## src/rtl/branch_resolve_queue.sv

```systemverilog
// branch_resolve_queue: in-order queue of global-predictor branch predictions.
// Pairs each prediction with its resolved outcome from execute and emits the
// PHT write-back (index + saturating 2-bit counter). A misprediction pulses
// mispredict with the offending PC and squashes every younger entry.
// Optional: define BRQ_PERF_CNT_EN to add perf_resolved / perf_mispredict.
module branch_resolve_queue #(
  parameter int DEPTH = 8,
  parameter int CNT_W = 4
) (
  input  logic             clk,
  input  logic             reset,
  input  logic             push_valid,
  output logic             push_ready,
  input  logic [31:0]      push_pc,
  input  logic             push_taken,
  input  logic [1:0]       push_ctr,
  input  logic             res_valid,
  input  logic             res_taken,
  output logic             upd_valid,
  output logic [6:0]       upd_index,
  output logic [1:0]       upd_ctr,
  output logic             mispredict,
  output logic [31:0]      mispredict_pc,
  output logic             res_err,
  output logic [CNT_W-1:0] count
`ifdef BRQ_PERF_CNT_EN
  ,
  output logic [31:0]      perf_resolved,
  output logic [31:0]      perf_mispredict
`endif
);

  localparam int PW = (DEPTH > 1) ? $clog2(DEPTH) : 1;

  typedef struct packed {
    logic [31:0] pc;
    logic [6:0]  index;
    logic        taken;
    logic [1:0]  ctr;
  } brq_entry_t;

  brq_entry_t       mem [DEPTH];
  logic [PW-1:0]    head, tail;
  logic [CNT_W-1:0] count_q;

  brq_entry_t       head_e;
  brq_entry_t       push_e;
  logic             do_pop, do_push, mis;
  logic             res_empty;
  logic [CNT_W-1:0] count_d;
  logic [1:0]       ctr_new;

  // PHT index: low 3 bits of the XOR-fold of all eight PC nibbles, above pc[3:0].
  // Only the low 3 fold bits survive in a 7-bit index, so only those are folded.
  function automatic logic [6:0] pht_index(input logic [31:0] pc);
    logic [2:0] f;
    f = '0;
    for (int n = 0; n < 8; n++) f = f ^ pc[n*4 +: 3];
    return {f, pc[3:0]};
  endfunction

  // Saturating 2-bit counter training toward the resolved direction.
  function automatic logic [1:0] ctr_train(input logic [1:0] c, input logic tk);
    if (tk) return (c == 2'b11) ? 2'b11 : c + 2'b01;
    else    return (c == 2'b00) ? 2'b00 : c - 2'b01;
  endfunction

  // Handshake decode; a mispredict kills a same-cycle push along with the
  // younger entries, and a full queue never pops-then-pushes.
  always_comb begin
    push_ready = (count_q < CNT_W'(DEPTH)) && !reset;
    head_e     = mem[head];
    do_pop     = res_valid && (count_q != '0);
    res_empty  = res_valid && (count_q == '0);
    mis        = do_pop && (res_taken != head_e.taken);
    do_push    = push_valid && push_ready && !mis;
    ctr_new    = ctr_train(head_e.ctr, res_taken);
    push_e.pc    = push_pc;
    push_e.index = pht_index(push_pc);
    push_e.taken = push_taken;
    push_e.ctr   = push_ctr;
    if (mis) count_d = '0;
    else     count_d = count_q + CNT_W'(do_push) - CNT_W'(do_pop);
  end

  assign count = count_q;

  // Entry storage; no reset needed since occupancy gates every read.
  always_ff @(posedge clk) begin
    if (do_push) mem[tail] <= push_e;
  end

  // Pointers and occupancy; a flush restarts both pointers at slot 0.
  always_ff @(posedge clk) begin
    if (reset) begin
      head    <= '0;
      tail    <= '0;
      count_q <= '0;
    end else if (mis) begin
      head    <= '0;
      tail    <= '0;
      count_q <= '0;
    end else begin
      if (do_pop)  head <= head + PW'(1);
      if (do_push) tail <= tail + PW'(1);
      count_q <= count_d;
    end
  end

  // Registered write-back and pulse outputs; index/PC hold between pulses.
  always_ff @(posedge clk) begin
    if (reset) begin
      upd_valid     <= 1'b0;
      upd_index     <= '0;
      upd_ctr       <= '0;
      mispredict    <= 1'b0;
      mispredict_pc <= '0;
      res_err       <= 1'b0;
    end else begin
      upd_valid  <= do_pop;
      mispredict <= mis;
      res_err    <= res_empty;
      if (do_pop) begin
        upd_index <= head_e.index;
        upd_ctr   <= ctr_new;
      end
      if (mis) mispredict_pc <= head_e.pc;
    end
  end

`ifdef BRQ_PERF_CNT_EN
  // Free-running event counters, wrapping at 2^32.
  always_ff @(posedge clk) begin
    if (reset) begin
      perf_resolved   <= '0;
      perf_mispredict <= '0;
    end else begin
      if (do_pop) perf_resolved   <= perf_resolved + 32'd1;
      if (mis)    perf_mispredict <= perf_mispredict + 32'd1;
    end
  end
`endif

endmodule

```

## config.mk

```make
export PLATFORM = sky130hd
export DESIGN_NAME = branch_resolve_queue
export DESIGN_NICKNAME = d
export VERILOG_FILES = /design/src/rtl/branch_resolve_queue.sv
export SDC_FILE = /design/constraint.sdc
export NUM_CORES = 1
export LEC_CHECK = 0
export CAP_MARGIN = 40
export CORE_UTILIZATION = 45
export DETAILED_ROUTE_END_ITERATION = 7
export PLACE_DENSITY = 0.77
export SYNTH_ARGS = -nofsm -noshare
export SYNTH_HDL_FRONTEND = slang
export SYNTH_SLANG_ARGS = --single-unit
export TNS_END_PERCENT = 10
```

## constraint.sdc

```tcl
create_clock -name clk -period 5.9 [get_ports clk]
set_clock_uncertainty 0.15 [all_clocks]
set_input_delay 0.885 -clock clk [delete_from_list [all_inputs] [get_ports clk]]
set_output_delay 0.885 -clock clk [all_outputs]
set_load 0.1 [all_outputs]
```

==> impl_metrics.json <==
{
  "ys_seq_elements": 361,
  "maxCapViolations": 0,
  "cp-end-kind": "register",
  "antenna_left": 0,
  "coreArea_um2": 30700,
  "first_global_vias": 7640,
  "status": "complete, no violations",
  "worst_pin_slew_ns": 0.852,
  "utilization_pct": 56.7,
  "placed_area_um2": 16300,
  "rsz0062_at_grt": "false",
  "clockBufferDepth": 3,
  "required_ns": 5.90,
  "pin_count": 89,
  "clockRootBuffer": "clkbuf_16",
  "drcViolationCount": 0,
  "power_mw": 7.69,
  "area_growth_pct": 23.6,
  "viasPerCell": 5.54,
  "cts.clk_slew.worst_paths_ns": 0.06,
  "numPlacedInstances": 1238,
  "synthTopCellsByArea": "edfxtp_1, mux4_2, dfxtp_1",
  "rows": 64,
  "startpoint_type": "register",
  "holdCritPathClass": "reg2reg",
  "post-place-ws_ns": 1.95,
  "p_leak_nw": 5.50,
  "ys_types": 38,
  "grt_first_pass_wirelength_um": 44200,
  "synth_top_area_share_pct": 64.9,
  "fin_ws_ns": 1.98,
  "die_h_um": 179,
  "syn_nets": 774,
  "finalSetupTns_ns": 0,
  "clk_latency_ns": 0.52,
  "grt_usage_pct": 18.7,
  "fin_hold_ws_ns": 0.311,
  "timing.fmax_mhz": 255,
  "syn_avg_cell_area_um2": 19.4,
  "diodes": 0,
  "cts_resized": 0,
  "rr_worst_depth": 7,
  "slew_violations": 0,
  "crit_fanout": 35,
  "cts_buffers": 36,
  "hold_viol": 0,
  "place_hpwl_um": 17100,
  "cts_hold_buf": 0,
  "wl_per_cell_um": 22.0,
  "grt_max_degree": 56,
  "gp_congestion": 0.751,
  "synth_area_um2": 14100,
  "drive_gt1_share_pct": 26.8,
  "fin_area_um2": 17400,
  "ys_warn_count": 0,
  "cts_setup_buffers": 0,
  "num_vias": 7214,
  "h-tree-depth": 2,
  "p_per_area_nw_per_um2": 442,
  "synth_cells": 726,
  "io_buffers": 88,
  "cts_tree": "built",
  "criticalPathCategory": "reg2reg",
  "grt_overflow": 0,
  "routed_wl_um": 28600,
  "drtPass1Iterations": 5,
  "initial_core_util_pct": 45.9,
  "fin_nets": 928,
  "dieArea_um2": 32000,
  "finalSetupViolations": 0,
  "relSlewSlack_pct": 43.2,
  "cts_sinks": 361,
  "layout_min_cycle_time_ns": 3.92,
  "peakVddDrop_mv": 0.275,
  "antenna_found_initial": 0,
  "cp.arrival_ns": 3.92,
  "finalCritPeriodShare_pct": 66.4,
  "drtIter0Drc": 550,
  "synth_largest_area_cell": "edfxtp_1",
  "chipWidth_um": 179,
  "instances_no_fill": 1302,
  "ys_seq_area_share_pct": 73.0,
  "hold_depth": 2
}
## cell families (layout without fill, tap and decap cells)
| group | after synthesis | count (layout) | share of synthesized area (%) |
|---|---|---|---|
| mux | 86 | 86 | 12.8 |
| compound gates | 75 | 75 | 5.49 |
| buf+inv | 82 | 262 | 2.50 |
| xor+xnor | 28 | 28 | 1.74 |
| simple gates | 86 | 86 | 3.74 |
| flops | 361 | 361 | 73.0 |
| fa+ha+maj | 8 | 8 | 0.765 |
## report_power, final
group          switching, mW  internal [mW]  total, mW
sequential             0.127           2.96       3.08
combinational           1.52          0.926       2.44
clock                  0.928           1.24       2.17
total                   2.57           5.12       7.69
## layout make-up
| cell class | instances | area, µm² |
|---|---|---|
| clock buffer | 42 | 945 |
| clock inverter | 22 | 164 |
| fill | 2220 | 13300 |
| inverter | 39 | 146 |
| multi-input combinational | 283 | 3540 |
| sequential | 361 | 10300 |
| tap | 396 | 495 |
| timing repair buffer | 159 | 1830 |
## critical path: stages, from the launching register on
cell and delay (ns):
dfxtp_2 0.69, buf_4 0.42, mux2_2 0.39, nor3b_1 0.32
nor4_4 0.12, mux2_4 0.47, nor4b_4 0.43, buf_4 0.55
## path summary, 6_finish.rpt
kind	from	to	slack, ns
hold / removal	mispredict_pc[11]$_SDFFE_PP0P_	mispredict_pc[11]$_SDFFE_PP0P_	0.31
setup reg to reg	register	mem[7][36]$_DFFE_PP_	1.98
setup / recovery	register	mem[7][36]$_DFFE_PP_	1.98
hold reg to reg	mispredict_pc[11]$_SDFFE_PP0P_	mispredict_pc[11]$_SDFFE_PP0P_	0.31
## Yosys cell counts (all sizes together)
cell / count
nor3: 15
o21bai: 1
buf: 24
nor3b: 4
nand2: 5
nand3: 2
inv: 39
a21o: 1
nor4b: 4
a221oi: 32
a2111oi: 1
fa: 1
ha: 7
clkbuf: 19
and3: 2
xnor2: 20
or3b: 1
mux2i: 8
mux2: 4
o21ai: 1
edfxtp: 304
a21oi: 2
nor2: 14
dfxtp: 57
nor2b: 33
nand2b: 2
a211oi: 37
nor4: 4
mux4: 74
xor2: 8
## metal layers
layer | share of wire [%] | track usage (%) | vias to the layer above
met5 | 0 | 0 | -
met4 | 2.2 | 5.97 | 0
met3 | 5.4 | 2.95 | 46
met2 | 50 | 31.3 | 222
met1 | 42 | 25.1 | 3714
li1 | - | - | 3232
## sequential cells by signal, summed over array words and instances, names as in the netlist, named ones only
signal / flops
mem: 304
upd_index: 7
mispredict: 1
res_err: 1
count: 4
mispredict_pc: 32
upd_valid: 1
upd_ctr: 2
head: 3
tail: 3
## cells in the final DEF, fill, tap and decap left out, drive strengths merged, types with 15 or more instances in the layout
master         count
clkdlybuf4s50     87
inv               41
nor2b             33
clkinv            17
buf               72
dfxtp             57
a221oi            32
xnor2             20
edfxtp           304
nor3              15
mux4              74
clkbuf            42
a211oi            37
(Power assumes the default switching activity.)
